`src/rtl/dds_ctrl_pkg.sv`:
```
// Shared definitions for the DDS sweep controller.
// Holds the controller state encodings, the default datapath widths and the
// tuning word that silences the DDS output.
package dds_ctrl_pkg;

    localparam int DEF_PHASE_W = 32;
    localparam int DEF_DWELL_W = 16;
    localparam int DEF_CNT_W   = 12;

    localparam logic [1:0] ST_IDLE   = 2'd0;
    localparam logic [1:0] ST_RUN    = 2'd1;
    localparam logic [1:0] ST_FINISH = 2'd2;

    typedef enum logic [1:0] {
        IDLE   = ST_IDLE,
        RUN    = ST_RUN,
        FINISH = ST_FINISH
    } state_t;

    localparam logic [DEF_PHASE_W-1:0] SILENCE_WORD = '0;

endpackage

```
`src/rtl/dds_dwell_timer.sv`:
```
// Per-tone dwell timer: a loadable down-counter that stops at zero.
// Ports:
//   clk, rst     system clock, synchronous active-low reset
//   load         load load_val into the counter (has priority over counting)
//   load_val     reload value, i.e. dwell length minus one
//   enable       count down while non-zero; qualifies expire
//   expire       high when enabled and the count has reached zero
module dds_dwell_timer
    import dds_ctrl_pkg::*;
#(
    parameter int W = DEF_DWELL_W
) (
    input  logic         clk,
    input  logic         rst,
    input  logic         load,
    input  logic [W-1:0] load_val,
    input  logic         enable,
    output logic         expire
);

    logic [W-1:0] count;

    always_ff @(posedge clk) begin
        if (!rst) begin
            count <= '0;
        end else if (load) begin
            count <= load_val;
        end else if (enable && (count != '0)) begin
            count <= count - W'(1);
        end
    end

    assign expire = enable && (count == '0);

endmodule

```
`src/rtl/dds_sweep_ctrl.sv`:
```
// Linear frequency sweep sequencer for the phase-accumulator DDS.
// Steps the tuning word from a start word by a signed step for steps+1 tones,
// holding each tone for a fixed dwell, and gates the OOK enable meanwhile.
// Ports:
//   clk, rst          system clock, synchronous active-low reset
//   start, abort      sweep request (IDLE only) / level-sensitive abort
//   cfg_*             sweep configuration, captured when a sweep starts
//   freq_word         tuning word to the accumulator adder
//   tw_load           pulse in the first cycle of each new tuning word
//   ook_en, busy      high while the sweep runs
//   tone_idx          index of the tone being output
//   done              one-cycle pulse on normal completion
//
// state  | meaning
// IDLE   | silent, waiting for start
// RUN    | presenting tones, dwell timer running
// FINISH | one-cycle done pulse, outputs silent
module dds_sweep_ctrl
    import dds_ctrl_pkg::*;
#(
    parameter int PHASE_W = DEF_PHASE_W,
    parameter int DWELL_W = DEF_DWELL_W,
    parameter int CNT_W   = DEF_CNT_W
) (
    input  logic               clk,
    input  logic               rst,
    input  logic               start,
    input  logic               abort,
    input  logic [PHASE_W-1:0] cfg_start_word,
    input  logic [PHASE_W-1:0] cfg_step,
    input  logic [CNT_W-1:0]   cfg_steps,
    input  logic [DWELL_W-1:0] cfg_dwell,
    input  logic               cfg_loop,
    output logic [PHASE_W-1:0] freq_word,
    output logic               tw_load,
    output logic               ook_en,
    output logic [CNT_W-1:0]   tone_idx,
    output logic               busy,
    output logic               done
);

    state_t state_q, state_d;

    logic [PHASE_W-1:0] start_q, step_q;
    logic [CNT_W-1:0]   steps_q;
    logic [DWELL_W-1:0] reload_q;
    logic               loop_q;

    logic [PHASE_W-1:0] freq_q, freq_d;
    logic [CNT_W-1:0]   idx_q, idx_d;
    logic               tw_q, tw_d;
    logic               ook_q, ook_d;
    logic               busy_q, busy_d;
    logic               done_q, done_d;

    logic               accept;
    logic               tmr_load;
    logic [DWELL_W-1:0] tmr_val;
    logic [DWELL_W-1:0] cfg_reload;
    logic               expire;

    // A dwell of zero behaves as one cycle, so both map to a reload of zero.
    assign cfg_reload = (cfg_dwell == '0) ? '0 : cfg_dwell - DWELL_W'(1);

    dds_dwell_timer #(.W(DWELL_W)) u_dwell_timer (
        .clk      (clk),
        .rst      (rst),
        .load     (tmr_load),
        .load_val (tmr_val),
        .enable   (state_q == RUN),
        .expire   (expire)
    );

    always_ff @(posedge clk) begin
        if (!rst) begin
            state_q <= IDLE;
            freq_q  <= SILENCE_WORD;
            idx_q   <= '0;
            tw_q    <= 1'b0;
            ook_q   <= 1'b0;
            busy_q  <= 1'b0;
            done_q  <= 1'b0;
        end else begin
            state_q <= state_d;
            freq_q  <= freq_d;
            idx_q   <= idx_d;
            tw_q    <= tw_d;
            ook_q   <= ook_d;
            busy_q  <= busy_d;
            done_q  <= done_d;
        end
    end

    always_ff @(posedge clk) begin
        if (!rst) begin
            start_q  <= '0;
            step_q   <= '0;
            steps_q  <= '0;
            reload_q <= '0;
            loop_q   <= 1'b0;
        end else if (accept) begin
            start_q  <= cfg_start_word;
            step_q   <= cfg_step;
            steps_q  <= cfg_steps;
            reload_q <= cfg_reload;
            loop_q   <= cfg_loop;
        end
    end

    always_comb begin
        state_d  = state_q;
        freq_d   = freq_q;
        idx_d    = idx_q;
        tw_d     = 1'b0;
        ook_d    = ook_q;
        busy_d   = busy_q;
        done_d   = 1'b0;
        accept   = 1'b0;
        tmr_load = 1'b0;
        tmr_val  = reload_q;

        case (state_q)
            IDLE: begin
                if (start && !abort) begin
                    accept   = 1'b1;
                    state_d  = RUN;
                    freq_d   = cfg_start_word;
                    idx_d    = '0;
                    tw_d     = 1'b1;
                    ook_d    = 1'b1;
                    busy_d   = 1'b1;
                    tmr_load = 1'b1;
                    tmr_val  = cfg_reload;
                end
            end
            RUN: begin
                // Abort is checked first so it wins over a coincident expiry.
                if (abort) begin
                    state_d = IDLE;
                    freq_d  = SILENCE_WORD;
                    idx_d   = '0;
                    ook_d   = 1'b0;
                    busy_d  = 1'b0;
                end else if (expire) begin
                    if (idx_q != steps_q) begin
                        freq_d   = freq_q + step_q;
                        idx_d    = idx_q + CNT_W'(1);
                        tw_d     = 1'b1;
                        tmr_load = 1'b1;
                    end else if (loop_q) begin
                        freq_d   = start_q;
                        idx_d    = '0;
                        tw_d     = 1'b1;
                        tmr_load = 1'b1;
                    end else begin
                        state_d = FINISH;
                        freq_d  = SILENCE_WORD;
                        idx_d   = '0;
                        ook_d   = 1'b0;
                        busy_d  = 1'b0;
                        done_d  = 1'b1;
                    end
                end
            end
            FINISH: begin
                state_d = IDLE;
            end
            default: begin
                state_d = IDLE;
                freq_d  = SILENCE_WORD;
                idx_d   = '0;
                ook_d   = 1'b0;
                busy_d  = 1'b0;
            end
        endcase
    end

    assign freq_word = freq_q;
    assign tw_load   = tw_q;
    assign ook_en    = ook_q;
    assign tone_idx  = idx_q;
    assign busy      = busy_q;
    assign done      = done_q;

endmodule

```
`config.mk`:
```
export PLATFORM = sky130hd
export DESIGN_NAME = dds_sweep_ctrl
export DESIGN_NICKNAME = d
export VERILOG_FILES = /design/src/rtl/dds_ctrl_pkg.sv /design/src/rtl/dds_dwell_timer.sv /design/src/rtl/dds_sweep_ctrl.sv
export SDC_FILE = /design/constraint.sdc
export NUM_CORES = 1
export LEC_CHECK = 0
export ABC_AREA = 1
export ABC_CLOCK_PERIOD_IN_PS = 2670
export CORE_MARGIN = 5
export CORE_UTILIZATION = 37
export DETAILED_ROUTE_END_ITERATION = 8
export PLACE_DENSITY = 0.56
export SYNTH_ARGS = -nofsm -noshare
export SYNTH_HDL_FRONTEND = slang
export SYNTH_SLANG_ARGS = --single-unit
export TNS_END_PERCENT = 30
```
`constraint.sdc`:
```
create_clock -name clk -period 2.67 [get_ports clk]
set_input_delay 0.534 -clock clk [delete_from_list [all_inputs] [get_ports clk]]
set_output_delay 0.534 -clock clk [all_outputs]
set_load 0.01 [all_outputs]
```
== Yosys cells after proc, flatten, opt, wreduce, memory -nomap -nowiden ==
Cells that the tools add are included.

* Flip-flop bits (word level): 158
* Latch bits: 0
* Bits in writable memories: 0
* Bits in read-only memories: 0
* Output and inout bits: 48
* Memories kept: 0

* $add $sub $neg: 4
* Multipliers: 0
* Div/mod/pow operators: 0
* $lt $le $gt $ge: 0
* Equal/unequal tests: 7
* Shift-type cells: 0
* Multiplexer cells: 36
* Bitwise gates (word level): 4
* Reductions and logical operators: 13

{| class="wikitable"
|+ Operators with widths
! kind !! number
|-
| $mux W32 || 5
|-
| $pmux W32 S3 || 1
|-
| $mux W16 || 5
|-
| $mux W12 || 4
|-
| $pmux W12 S3 || 1
|-
| $add A32 B32 Y32 || 1
|-
| $logic_not A16 Y1 || 2
|-
| $sub A16 B1 Y16 const B || 2
|-
| $reduce_bool A16 Y1 || 1
|-
| $add A12 B1 Y12 const B || 1
|-
| $mux W1 || 12
|-
| $ne A12 B12 Y1 || 1
|-
| $mux W2 || 5
|-
| $ne A3 B3 Y1 const B || 3
|-
| $reduce_and A5 Y1 || 1
|-
| $reduce_or A5 Y1 || 1
|-
| $not A1 Y1 || 4
|-
| $pmux W2 S2 || 1
|-
| $reduce_and A4 Y1 || 1
|-
| $logic_and A1 B1 Y1 || 3
|-
| $pmux W1 S3 || 1
|-
| $reduce_and A3 Y1 || 1
|-
| $eq A2 B1 Y1 const B || 1
|-
| $eq A2 B2 Y1 const B || 1
|-
| other kinds (5) || 5
|}

== Logic depth before layout (Yosys ltp) ==
* Depth in word-level cells: 6
* Mapped depth: 17

== Cells and area by module ==
A second synthesis with hierarchy kept.

* Cells, all modules: 1,639
* Area total of the unflattened synthesis: 9,938.3 um^2

{| class="wikitable"
|+ Modules (own cells, without submodules)
! module !! instances !! cells each !! area each (um^2)
|-
| dds_sweep_ctrl || 1 || 1,440 || 8,734.6
|-
| dds_dwell_timer || 1 || 199 || 1,203.7
|}

== Least setup slack after synthesis ==
No wires, ideal clock.

* Kind: flip-flop to flip-flop
* Start: reg freq_q[0], in the netlist freq_word[0]
* End: reg freq_q[16], in the netlist freq_word[16]
* Arrival time: 1.918 ns
* Slack: 0.619 ns
* Stages on the path, launching flop included: 18
* Path buffers: 0
* Period minus slack after synthesis: 2.051 ns
* Cells stage by stage: dfxtp_1 -> ha_1 -> inv_1 -> fa_1 -> inv_1 -> nand3_1 -> nand3_1 -> nand2_1 -> nand2_1 -> inv_1 -> nor2_1 -> nor2_1 -> nand2_1 -> nand3_1 -> nand2_1 -> nand2_1 -> nand2_1 -> a21oi_1

* Word-level cells in the longest chain between the ends: 5

{| class="wikitable"
|+ RTL lines
! what !! line !! RTL
|-
| start, declared || dds_sweep_ctrl.sv:49 || <nowiki>logic [PHASE_W-1:0] freq_q, freq_d;</nowiki>
|-
| start signal, assigned || dds_sweep_ctrl.sv:85 || <nowiki>freq_q <= freq_d;</nowiki>
|-
| $add A32 B32 Y32 || dds_sweep_ctrl.sv:146 || <nowiki>freq_d = freq_q + step_q;</nowiki>
|-
| $mux W32 || dds_sweep_ctrl.sv:145 || <nowiki>if (idx_q != steps_q) begin</nowiki>
|-
| $mux W32 || dds_sweep_ctrl.sv:144 || <nowiki>end else if (expire) begin</nowiki>
|-
| $mux W32 || dds_sweep_ctrl.sv:138 || <nowiki>if (abort) begin</nowiki>
|-
| $pmux W32 S3 || dds_sweep_ctrl.sv:122 || <nowiki>case (state_q)</nowiki>
|}

Every way passes these cells. The select of a mux whose other input is x is not followed.
A chain may end at the register's enable or synchronous reset.

== Worst setup path after layout ==
* Start: reg step_q[0]
* End: reg freq_q[28], in the netlist freq_word[28]

* Word-level cells in the longest chain between the ends: 5

{| class="wikitable"
|+ RTL lines
! what !! line !! RTL
|-
| start, declared || dds_sweep_ctrl.sv:44 || <nowiki>logic [PHASE_W-1:0] start_q, step_q;</nowiki>
|-
| start signal, assigned || dds_sweep_ctrl.sv:103 || <nowiki>step_q <= cfg_step;</nowiki>
|-
| $add A32 B32 Y32 || dds_sweep_ctrl.sv:146 ||
|-
| $mux W32 || dds_sweep_ctrl.sv:145 ||
|-
| $mux W32 || dds_sweep_ctrl.sv:144 ||
|-
| $mux W32 || dds_sweep_ctrl.sv:138 ||
|-
| $pmux W32 S3 || dds_sweep_ctrl.sv:122 ||
|}

Every way passes these cells. The select of a mux whose other input is x is not followed.

==> flow_summary.json <==
{
  "fin_tns_setup_ns": 0,
  "critPathKind": "flop to flop",
  "ir_drop_mv": 0.326,
  "final_common_cell": "nand2_1",
  "whs_ns": 0.442,
  "grt_antenna_before_repair": 2,
  "rsz0062_at_grt": "no",
  "routedWlPerCell_um": 14.9,
  "post_cts_buffers": 0,
  "post_route_cells_drive_above_1_share": 0.0514,
  "globalRoute.totalOverflow": 0,
  "synth_nets": 1720,
  "p_leak_nw": 5.88,
  "cts.sinks": 158,
  "finish.utilization": 0.467,
  "grt_pass1_wl_mm": 49.1,
  "cts_max_level": 4,
  "ys.warnings.count": 0,
  "cts_hold_buf": 0,
  "hold_viol": 0,
  "required_ns": 2.99,
  "arrival_ns": 2.81,
  "synth-edff-count": 0,
  "ys_seq_area_frac": 0.326,
  "power_mw": 7.01,
  "totalWireLength_mm": 30.7,
  "fill_cells": 2750,
  "end_kind": "flop",
  "p_clk_frac": 0.352,
  "syn_area_sq_mm": 0.00971,
  "period_needed_ns": 2.50,
  "grt_pass1_vias": 9374,
  "place_area_sq_mm": 0.0115,
  "power-per-cell-area_mw_per_mm2": 579,
  "dieArea_sq_mm": 0.0296,
  "timing.slew.headroom": 0.616,
  "insertion_delay_ns": 0.44,
  "ant_nets": 0,
  "drv_cap": 0,
  "path_clk_slew_ns": 0.08,
  "period_share": 0.936,
  "die_x_um": 172,
  "grt_usage": 0.209,
  "cts_resized": 0,
  "synth_cell_types": 46,
  "initial_core_util": 0.375,
  "timing_max_transition_violations_final": 0,
  "synth_seq_cells": 158,
  "drc": 0,
  "port_buffers": 144,
  "grt_max_degree": 78,
  "final_net_count": 1850,
  "syn_to_final_growth_pct": 24.8,
  "ios": 145,
  "pwr-share-seq": 0.386,
  "diodes": 0,
  "core_area_sq_mm": 0.0259,
  "dr.pass1.iters": 5,
  "p_sw_frac": 0.350,
  "syn_avg_cell_area_sq_um": 6.11,
  "p_sw_mw": 2.46,
  "clock_skew_ns": 0.0168,
  "rows": 59,
  "tritoncts": "done",
  "outcome": "finished clean",
  "drt-vias-per-instance": 4.77,
  "ys_async_sr_fraction": 0,
  "timing.fmax_mhz": 400,
  "comb_power_share": 0.262,
  "setup_viol": 0,
  "die_h_um": 172,
  "cts_root_buffer": "clkbuf_16",
  "intPower_mw": 4.56,
  "hp-class": "input port to flop",
  "clock_path_buffers": 2,
  "vias": 9862,
  "crit_path_max_fanout": 4,
  "synth_ff_type": "dfxtp_1",
  "final_cell_mix": "nand2_1 (566), inv_1 (186), nor2_1 (184), dfxtp_1 (158), clkdlybuf4s50_1 (143)",
  "drt_iter0_markers": 591,
  "worst_pin_slew_ns": 0.570,
  "crit_path_start_kind": "flop",
  "cts-buffers-inserted": 17,
  "finalInstanceArea_sq_mm": 0.0121,
  "dp_hpwl_mm": 22.7,
  "gp_congestion": 0.891,
  "synth_cells": 1588
}
## synth_stat cells (2+ instances only)
master / n / area (sq um)
or2_0: 3 / 18.8
buf_4: 5 / 37.5
ha_1: 34 / 425
inv_1: 186 / 698
nor2_2: 2 / 12.5
nand4_1: 12 / 75.1
a211oi_1: 2 / 15.0
and2_1: 2 / 12.5
buf_2: 16 / 80.1
buf_1: 3 / 11.3
clkbuf_1: 29 / 109
xnor2_1: 13 / 114
nor2_1: 185 / 694
a21oi_1: 103 / 515
or2_1: 2 / 12.5
nor4_1: 2 / 12.5
dfxtp_1: 158 / 3160
a22oi_1: 3 / 22.5
o21a_1: 4 / 30.0
clkinv_1: 2 / 7.51
nand3_2: 2 / 20.0
nor3_1: 14 / 70.1
nand2_1: 566 / 2120
o21ai_1: 15 / 75.1
o21bai_1: 7 / 52.6
nand2_4: 4 / 45.0
o21ai_0: 80 / 400
o22ai_1: 2 / 12.5
inv_2: 12 / 45.0
nand3_1: 74 / 370
xor2_1: 25 / 219
nor2_4: 7 / 78.8
## layer usage
| layer | vias up | routed length [um] | track usage |
|---|---|---|---|
| met5 | - | 27 | 0 |
| met4 | 4 | 672 | 0.0673 |
| met3 | 43 | 1560 | 0.0382 |
| met2 | 214 | 13700 | 0.333 |
| met1 | 4394 | 14800 | 0.286 |
| li1 | 5207 | - | - |
## flip-flops by register name (all words and copies together) (netlist names)
signal,count
done,1
busy,1
start_q,32
freq_word,32
u_dwell_timer.count,16
step_q,32
steps_q,12
loop_q,1
tw_load,1
state_q,2
tone_idx,12
reload_q,16
## path summary, 6_finish.rpt
check / startpoint / depth (start not counted) / end / slack, ns
setup reg to reg: step_q[0] / 15 / freq_word[28] / 0.17
hold / removal: rst / 3 / steps_q[6] / 0.44
setup / recovery: step_q[0] / 15 / freq_word[28] / 0.17
hold reg to reg: start_q[0] / 2 / start_q[0] / 0.45
## metrics by stage
step                      setup slack [ns]  std cells
after floorplan                      0.619       1588
after global placement             -0.0153       2034
after detailed placement           -0.0851       2034
final                                0.172       2066
after CTS                            0.199       2066
after global routing               0.00348       2066
## worst max-delay path: stages (launching register included)
cell     delay (ns)
dfxtp_1        0.37
ha_1           0.22
inv_1          0.07
fa_1           0.38
inv_1          0.15
nand3_1        0.09
nand3_1        0.16
nand3_1        0.09
nand3_1        0.24
nand2_1        0.15
nand3_1        0.11
nand3_1        0.10
nand2_1        0.09
nand2_1        0.04
nand2_1        0.05
a21oi_1        0.06
## power groups by stage
stage               clock [mW]  sequential (mW)  combinational, mW
finish                    2.47             2.71               1.84
global route              2.61             2.73               2.07
CTS                       2.52             2.71               1.85
detailed placement           0             2.76               1.84
global placement             0             2.76               1.83
floorplan                    0             2.73               1.17
## kinds of logic (layout without fill, tap and decap cells)
kind of cell / after synthesis / in the layout / share of synthesized area
AOI/OAI and AO/OA: 220 / 220 / 0.119
and+or+nand+nor: 882 / 882 / 0.371
DFF: 158 / 158 / 0.326
xor gates and xnor gates: 38 / 38 / 0.0343
buffers and inverters: 255 / 398 / 0.104
adders and majority gates: 35 / 35 / 0.0459
## final cells by class
cell class | count | area [sq um] | share of cell area
clock buffer | 18 | 439 | 0.0363
clock inverter | 14 | 150 | 0.0124
inverter | 201 | 758 | 0.0626
multi-input combinational | 1175 | 5540 | 0.457
sequential | 158 | 3160 | 0.261
tap | 335 | 419 | 0.0346
timing repair buffer | 165 | 1640 | 0.136
No activity file was read; power rests on OpenSTA's default activity.
